## src/rtl/mdu_stage_if.sv

```systemverilog
// mdu_stage_if: issue/result handshake between decode, the RV32M unit and MEM/WB.
// master = issuing side, slave = mdu_stage.
interface mdu_stage_if #(
    parameter int DATA_WIDTH     = 32,
    parameter int REGISTER_WIDTH = 5
);
    logic                      valid_i;
    logic [2:0]                funct3_i;
    logic [DATA_WIDTH-1:0]     data_a_i;
    logic [DATA_WIDTH-1:0]     data_b_i;
    logic [REGISTER_WIDTH-1:0] rd_i;
    logic                      stall_i;
    logic                      ready_o;
    logic                      busy_o;
    logic                      valid_o;
    logic [DATA_WIDTH-1:0]     result_o;
    logic [REGISTER_WIDTH-1:0] rd_o;
    logic                      illegal_o;

    modport master (
        output valid_i, funct3_i, data_a_i, data_b_i, rd_i, stall_i,
        input  ready_o, busy_o, valid_o, result_o, rd_o, illegal_o
    );

    modport slave (
        input  valid_i, funct3_i, data_a_i, data_b_i, rd_i, stall_i,
        output ready_o, busy_o, valid_o, result_o, rd_o, illegal_o
    );
endinterface

```

## src/rtl/mdu_stage.sv

```systemverilog
// mdu_stage: RV32M execute unit, pipelined multiply and iterative restoring divide.
// Define MDU_DIV_EN to build the divider; without it divides return illegal_o.
module mdu_stage #(
    parameter int DATA_WIDTH     = 32,
    parameter int REGISTER_WIDTH = 5,
    parameter int MUL_STAGES     = 2
) (
    input  logic       clk_i,
    input  logic       rst_ni,
    mdu_stage_if.slave bus
);
    localparam int W  = DATA_WIDTH;
    localparam int CW = $clog2(DATA_WIDTH);

    localparam logic [2:0] S_IDLE = 3'd0;
    localparam logic [2:0] S_MUL  = 3'd1;
    localparam logic [2:0] S_DONE = 3'd4;
`ifdef MDU_DIV_EN
    localparam logic [2:0] S_DIV  = 3'd2;
    localparam logic [2:0] S_FIX  = 3'd3;
`endif

    logic [2:0]                r_state;
    logic [CW-1:0]             r_cnt;
    logic [1:0]                r_f3;
    logic [W-1:0]              r_result;
    logic [REGISTER_WIDTH-1:0] r_rd;
    logic                      r_illegal;
    logic [2*W-1:0]            r_ma;
    logic [2*W-1:0]            r_mb;

    logic           w_ready;
    logic           w_accept;
    logic           w_sa;
    logic           w_sb;
    logic [1:0]     w_f3m;
    logic [2*W-1:0] w_ea;
    logic [2*W-1:0] w_eb;
    logic [2*W-1:0] w_mul_fin;
    logic [W-1:0]   w_mul_res;

    assign w_ready  = (r_state == S_IDLE) || ((r_state == S_DONE) && !bus.stall_i);
    assign w_accept = bus.valid_i && w_ready;

    assign w_sa = (bus.funct3_i[1:0] != 2'b11);
    assign w_sb = !bus.funct3_i[1];
    assign w_ea = {{W{w_sa & bus.data_a_i[W-1]}}, bus.data_a_i};
    assign w_eb = {{W{w_sb & bus.data_b_i[W-1]}}, bus.data_b_i};

    // MUL_STAGES counts every register from the operands up to result_o
    generate
        if (MUL_STAGES == 1) begin : g_m1
            assign w_mul_fin = w_ea * w_eb;
        end else if (MUL_STAGES == 2) begin : g_m2
            assign w_mul_fin = r_ma * r_mb;
        end else begin : g_mp
            logic [2*W-1:0] r_pipe [MUL_STAGES-2];
            always_ff @(posedge clk_i) begin
                r_pipe[0] <= r_ma * r_mb;
                for (int i = 1; i < MUL_STAGES - 2; i++)
                    r_pipe[i] <= r_pipe[i-1];
            end
            assign w_mul_fin = r_pipe[MUL_STAGES-3];
        end
    endgenerate

    assign w_f3m     = (MUL_STAGES == 1) ? bus.funct3_i[1:0] : r_f3;
    assign w_mul_res = (w_f3m == 2'b00) ? w_mul_fin[W-1:0] : w_mul_fin[2*W-1:W];

`ifdef MDU_DIV_EN
    logic [W-1:0] r_quo;
    logic [W-1:0] r_rem;
    logic [W-1:0] r_dvs;
    logic         r_neg_q;
    logic         r_neg_r;

    logic         w_sgn;
    logic         w_na;
    logic         w_nb;
    logic         w_zero;
    logic         w_ovf;
    logic         w_in_div;
    logic         w_ge;
    logic [W-1:0] w_abs_a;
    logic [W-1:0] w_abs_b;
    logic [W-1:0] w_min;
    logic [W-1:0] w_spec;
    logic [W-1:0] w_qin;
    logic [W-1:0] w_rin;
    logic [W-1:0] w_dvs;
    logic [W-1:0] w_q_nxt;
    logic [W-1:0] w_r_nxt;
    logic [W-1:0] w_fix;
    logic [W:0]   w_rsh;
    logic [W:0]   w_diff;

    assign w_sgn   = !bus.funct3_i[0];
    assign w_na    = w_sgn & bus.data_a_i[W-1];
    assign w_nb    = w_sgn & bus.data_b_i[W-1];
    assign w_abs_a = w_na ? -bus.data_a_i : bus.data_a_i;
    assign w_abs_b = w_nb ? -bus.data_b_i : bus.data_b_i;
    assign w_min   = {1'b1, {(W-1){1'b0}}};
    assign w_zero  = (bus.data_b_i == '0);
    assign w_ovf   = w_sgn && (bus.data_a_i == w_min) && (bus.data_b_i == '1);
    assign w_spec  = bus.funct3_i[1] ? (w_zero ? bus.data_a_i : '0)
                                     : (w_zero ? '1 : w_min);

    // first quotient bit is resolved at acceptance, the rest in DIV
    assign w_in_div = (r_state == S_DIV);
    assign w_qin    = w_in_div ? r_quo : w_abs_a;
    assign w_rin    = w_in_div ? r_rem : '0;
    assign w_dvs    = w_in_div ? r_dvs : w_abs_b;
    assign w_rsh    = {w_rin, w_qin[W-1]};
    assign w_diff   = w_rsh - {1'b0, w_dvs};
    assign w_ge     = !w_diff[W];
    assign w_r_nxt  = w_ge ? w_diff[W-1:0] : w_rsh[W-1:0];
    assign w_q_nxt  = {w_qin[W-2:0], w_ge};
    assign w_fix    = r_f3[1] ? (r_neg_r ? -r_rem : r_rem)
                              : (r_neg_q ? -r_quo : r_quo);
`endif

    always_ff @(posedge clk_i) begin
        if (!rst_ni) begin
            r_state   <= S_IDLE;
            r_cnt     <= '0;
            r_f3      <= '0;
            r_result  <= '0;
            r_rd      <= '0;
            r_illegal <= 1'b0;
            r_ma      <= '0;
            r_mb      <= '0;
`ifdef MDU_DIV_EN
            r_quo     <= '0;
            r_rem     <= '0;
            r_dvs     <= '0;
            r_neg_q   <= 1'b0;
            r_neg_r   <= 1'b0;
`endif
        end else begin
            case (r_state)
                S_MUL: begin
                    r_cnt <= r_cnt - 1'b1;
                    if (r_cnt == CW'(1)) begin
                        r_state  <= S_DONE;
                        r_result <= w_mul_res;
                    end
                end
`ifdef MDU_DIV_EN
                S_DIV: begin
                    r_cnt <= r_cnt - 1'b1;
                    r_quo <= w_q_nxt;
                    r_rem <= w_r_nxt;
                    if (r_cnt == CW'(1))
                        r_state <= S_FIX;
                end
                S_FIX: begin
                    r_state  <= S_DONE;
                    r_result <= w_fix;
                end
`endif
                S_DONE: begin
                    if (!bus.stall_i)
                        r_state <= S_IDLE;
                end
                default: ;
            endcase

            if (w_accept) begin
                r_rd      <= bus.rd_i;
                r_f3      <= bus.funct3_i[1:0];
                r_illegal <= 1'b0;
                if (!bus.funct3_i[2]) begin
                    r_ma <= w_ea;
                    r_mb <= w_eb;
                    if (MUL_STAGES == 1) begin
                        r_state  <= S_DONE;
                        r_result <= w_mul_res;
                    end else begin
                        r_state <= S_MUL;
                        r_cnt   <= CW'(MUL_STAGES - 1);
                    end
                end else begin
`ifdef MDU_DIV_EN
                    if (w_zero || w_ovf) begin
                        r_state  <= S_DONE;
                        r_result <= w_spec;
                    end else begin
                        r_state <= S_DIV;
                        r_cnt   <= CW'(W - 1);
                        r_quo   <= w_q_nxt;
                        r_rem   <= w_r_nxt;
                        r_dvs   <= w_abs_b;
                        r_neg_q <= w_na ^ w_nb;
                        r_neg_r <= w_na;
                    end
`else
                    r_state   <= S_DONE;
                    r_result  <= '0;
                    r_illegal <= 1'b1;
`endif
                end
            end
        end
    end

    assign bus.ready_o   = w_ready;
    assign bus.busy_o    = (r_state != S_IDLE);
    assign bus.valid_o   = (r_state == S_DONE);
    assign bus.result_o  = r_result;
    assign bus.rd_o      = r_rd;
    assign bus.illegal_o = r_illegal;
endmodule
```

## src/flat_wrapper.sv

```systemverilog
// flat-port wrapper written by rule: the top's interface ports become plain ports
module mdu_stage_flat 
#(
    parameter int DATA_WIDTH     = 32,
    parameter int REGISTER_WIDTH = 5,
    parameter int MUL_STAGES     = 2
)
  (clk_i, rst_ni, bus_valid_i, bus_funct3_i, bus_data_a_i, bus_data_b_i, bus_rd_i, bus_stall_i, bus_ready_o, bus_busy_o, bus_valid_o, bus_result_o, bus_rd_o, bus_illegal_o);
  mdu_stage_if #(.DATA_WIDTH(DATA_WIDTH), .REGISTER_WIDTH(REGISTER_WIDTH)) bus_i ();
  input  logic clk_i;
  input  logic rst_ni;
  input wire logic [$bits(bus_i.valid_i)-1:0] bus_valid_i;
  input wire logic [$bits(bus_i.funct3_i)-1:0] bus_funct3_i;
  input wire logic [$bits(bus_i.data_a_i)-1:0] bus_data_a_i;
  input wire logic [$bits(bus_i.data_b_i)-1:0] bus_data_b_i;
  input wire logic [$bits(bus_i.rd_i)-1:0] bus_rd_i;
  input wire logic [$bits(bus_i.stall_i)-1:0] bus_stall_i;
  output wire logic [$bits(bus_i.ready_o)-1:0] bus_ready_o;
  output wire logic [$bits(bus_i.busy_o)-1:0] bus_busy_o;
  output wire logic [$bits(bus_i.valid_o)-1:0] bus_valid_o;
  output wire logic [$bits(bus_i.result_o)-1:0] bus_result_o;
  output wire logic [$bits(bus_i.rd_o)-1:0] bus_rd_o;
  output wire logic [$bits(bus_i.illegal_o)-1:0] bus_illegal_o;
  assign bus_i.valid_i = bus_valid_i;
  assign bus_i.funct3_i = bus_funct3_i;
  assign bus_i.data_a_i = bus_data_a_i;
  assign bus_i.data_b_i = bus_data_b_i;
  assign bus_i.rd_i = bus_rd_i;
  assign bus_i.stall_i = bus_stall_i;
  assign bus_ready_o = bus_i.ready_o;
  assign bus_busy_o = bus_i.busy_o;
  assign bus_valid_o = bus_i.valid_o;
  assign bus_result_o = bus_i.result_o;
  assign bus_rd_o = bus_i.rd_o;
  assign bus_illegal_o = bus_i.illegal_o;
  mdu_stage #(.DATA_WIDTH(DATA_WIDTH), .REGISTER_WIDTH(REGISTER_WIDTH), .MUL_STAGES(MUL_STAGES)) u_core (.clk_i(clk_i), .rst_ni(rst_ni), .bus(bus_i));
endmodule
```

## config.mk

```make
export PLATFORM = sky130hd
export DESIGN_NAME = mdu_stage_flat
export DESIGN_NICKNAME = d
export VERILOG_FILES = /design/src/rtl/mdu_stage_if.sv /design/src/rtl/mdu_stage.sv /design/src/flat_wrapper.sv
export SDC_FILE = /design/constraint.sdc
export NUM_CORES = 2
export LEC_CHECK = 0
export BUFFER_PORTS_ARGS = -buffer_cell sky130_fd_sc_hd__buf_2
export CAP_MARGIN = 15
export CORE_MARGIN = 2
export CORE_UTILIZATION = 45
export CTS_CLUSTER_SIZE = 24
export DETAILED_ROUTE_END_ITERATION = 16
export PLACE_DENSITY = 0.7
export SYNTH_ARGS = -nofsm -noshare
export SYNTH_HDL_FRONTEND = slang
export SYNTH_SLANG_ARGS = --single-unit
```

## constraint.sdc

```tcl
create_clock -name clk_i -period 15.5 [get_ports clk_i]
set_input_delay 2.325 -clock clk_i [delete_from_list [all_inputs] [get_ports clk_i]]
set_output_delay 2.325 -clock clk_i [all_outputs]
set_load 0.03 [all_outputs]
```

==> impl_metrics.yaml <==
cts:
  post_cts.repair.setup_buffers: 0
  cts-root-buf: "clkbuf_16"
  cts_buffers: 17
  ctsResizeCount: 0
  htree_levels: 4
  cts.path.max_buffers: 2
  cts.sinks: 113
  clk_pin_slew_worst_paths_ns: 0.06
  worstSkewPairLatency_ns: 0.50
  hold_buffers: 0
  tritoncts: "yes"
global_route:
  grt_antenna_before_repair: 3
  grt-ovfl-total: 0
  grt_pass1_vias: 34100
  grt.total_usage_pct: 23.5
  grt_max_degree: 55
  grt_pass1_wl_mm: 180
route:
  drt_first_pass_iters: 8
  drt.antenna.violating_nets: 0
  via_per_inst: 5.21
  drc: 0
  initialDrtViolationCount: 1711
  via_count: 30700
  wire_per_inst_um: 18.3
  wl_mm: 108
synthesis:
  ys_async_sr_fraction_pct: 0
  postSynthAreaPerCell_um2: 9.11
  yosysUniqueCellTypes: 66
  yosys_register_bits: 113
  syn_nets: 6115
  yosysTopAreaCell: "fa_1"
  yosys_warnings: 0
  synthCells: 4697
  ys.flop_type: "dfxtp_1"
  synth_top_cells_by_count: "fa_1 (1,125), inv_1 (1,107), nand2_1 (722)"
  synth.cell_area_um2: 42800
  synth-edff-count: 0
  synth_area_leaders: "fa_1 (53%), inv_1 (9.7%), and2_1 (7.8%), ha_1 (6.3%), nand2_1 (6.3%)"
  synth_top_area_share_pct: 52.6
  synth_seq_area_share_pct: 5.29
  synth.most_common_cell: "fa_1"
power:
  power.density_nw_per_um2: 39.1
  pwr-share-clk_pct: 25.1
  seqPwrFrac_pct: 20.1
  ir_drop_uv: 70.1
  pwr-share-comb_pct: 54.7
  swShare_pct: 48.4
  switchingPower_w: 0.000852
  internal-power_w: 0.000909
  leakage_nw: 23.3
setup_path:
  cp_slowest_cell: "dfxtp_1"
  cp-start-kind: "flop"
  r2r-end: "u_core.bus.result_o[31]"
  critical_path_peak_fanout: 34
  r2r_start: "u_core.r_mb[0]"
  cpPeakStageDelay_ns: 0.99
  worstPathRequired_ns: 15.89
  reg2regPathDepth: 25
  critPathKind: "flop to flop"
  endpoint_kind: "flop"
  ff2ff_setup_slack_ns: 6.77
  worstPathArrival_ns: 9.12
  path_common_cell: "fa_1"
job:
  drv_cap: 0
cells_and_area:
  layout.nets: 6041
  fillers: 8920
  diodes: 0
  synthToLayoutAreaGrowth_pct: 5.24
  seqCellArea_um2: 2280
  fin_area_um2: 45000
  drive_above_1_share_pct: 5.07
  multi_input_comb_area_um2: 35400
  fin_cells: 5901
  utilization_pct: 47.6
sta:
  finalSetupViolations: 0
  tightest_slew_ns: 1.06
  max_slew_margin_pct: 29.0
  finalHoldViolCount: 0
  finClkSkew_ns: 0.0191
  rsz0062_at_grt: "false"
  finalSetupTns_ns: 0
  maxSlewViolCount: 0
  period_share_pct: 56.3
  fmax_mhz: 115
  fin_crit_ns: 8.73
placement:
  post_dp_cell_area_um2: 44400
  hpwlAfterDp_mm: 88.8
  numPortBuffers: 116
  gp_congestion: 0.887
  place_inst: 5869
die:
  ios: 117
  core_area_um2: 94600
  die_h_um: 312
  initial_utilization_pct: 45.2
  die_w_um: 312
  rows: 113
  die-area_um2: 97600
worst_hold_path:
  hold_end: "u_core.r_mb[32]"
  hold_start: "u_core.r_mb[32]"
  hold_path.class: "flop to flop"
  hold_depth: 2
status:
  status: "completed"
## cells in the final DEF, fill, tap and decap left out, drive strengths merged, types with 13 or more instances in the layout
| cell type | Yosys | layout |
|---|---|---|
| nand2 | 722 | 722 |
| o21ai | 65 | 65 |
| xnor2 | 53 | 53 |
| fa | 1125 | 1125 |
| inv | 1107 | 1107 |
| nor2 | 63 | 63 |
| a21o | 38 | 38 |
| xor2 | 27 | 27 |
| buf | 6 | 177 |
| a21boi | 77 | 77 |
| o21bai | 13 | 13 |
| and2 | 534 | 534 |
| nand2b | 13 | 13 |
| nor2b | 33 | 33 |
| a21oi | 91 | 91 |
| dfxtp | 113 | 113 |
| clkbuf | 264 | 23 |
| nand3 | 15 | 15 |
| ha | 217 | 217 |
## worst max path at each step
stage / end / from / slack (ns) / cells after the start
2_1_floorplan: u_core.bus.result_o[29] / u_core.r_mb[3] / 7.81 / 29
6_report: u_core.bus.result_o[31] / u_core.r_mb[0] / 6.77 / 25
3_3_place_gp: u_core.bus.result_o[29] / u_core.r_mb[0] / 6.95 / 26
4_1_cts: u_core.bus.result_o[31] / u_core.r_mb[0] / 6.76 / 25
5_1_grt: u_core.bus.result_o[31] / u_core.r_mb[0] / 6.26 / 25
3_5_place_dp: u_core.bus.result_o[31] / u_core.r_mb[0] / 6.79 / 25
## power by group through the flow
stage          Clock [W]  Sequential [W]  Combinational [W]
6_report        0.000442        0.000355           0.000964
5_1_grt         0.000464        0.000357            0.00107
4_1_cts         0.000457        0.000354           0.000971
3_5_place_dp           0        0.000360           0.000960
3_3_place_gp           0        0.000358           0.000951
2_1_floorplan          0        0.000345           0.000641
## worst max-delay path, delay by kind of cell, from the launching register on
family,cells,cell delay (ns)
DFF,1,0.99
and+or+nand+nor,3,0.51
buffers and inverters,5,0.54
AOI/OAI and AO/OA,7,1.65
adders and majority gates,9,4.80
muxes,1,0.13
## cells by family after synthesis
family,count (synthesis),share of synthesized area (%)
AND/OR/NAND/NOR,1425,16.2
XOR/XNOR,80,1.64
adder cells (fa/ha/maj),1342,59.0
AO/OA/AOI/OAI,358,5.74
flip-flops,113,5.29
buffers and inverters,1378,12.1
multiplexers,1,0.0234
## state kept, by name, summed over array words and instances (netlist names)
register / flops
u_core.r_ma: 33
u_core.r_mb: 33
u_core.bus.result_o: 32
u_core.bus.rd_o: 5
u_core.r_cnt: 5
u_core.r_f3: 2
u_core.r_state: 2
u_core.bus.illegal_o: 1
## metal layers
layer  wire [um]  global-route usage, %  part of all wire [%]  vias to the layer above
li1            -                      -                     -                    13400
met1       40200                   27.8                    37                    16100
met2       56700                   41.9                    52                      996
met3        6280                   3.65                   5.8                      272
met4        4970                   10.8                   4.6                        2
met5          13                      0                 0.012                        -
## area by class of cell
cell class / instances / area share, %
Inverter: 1108 / 9.24
Tap cell: 1265 / 3.52
Multi-Input combinational cell: 3206 / 78.5
Sequential cell: 113 / 5.06
Clock inverter: 9 / 0.347
Timing Repair Buffer: 177 / 2.31
Clock buffer: 23 / 1.02
## through the flow
step	setup slack, ns	hold slack, ns	power, W
after global placement	6.95	0.448	0.00131
after CTS	6.76	0.464	0.00178
after global routing	6.26	0.489	0.00190
after detailed placement	6.79	0.455	0.00132
after floorplan	7.81	0.451	0.000986
final	6.77	0.459	0.00176
Note: power is estimated with default switching activity, not from simulation.
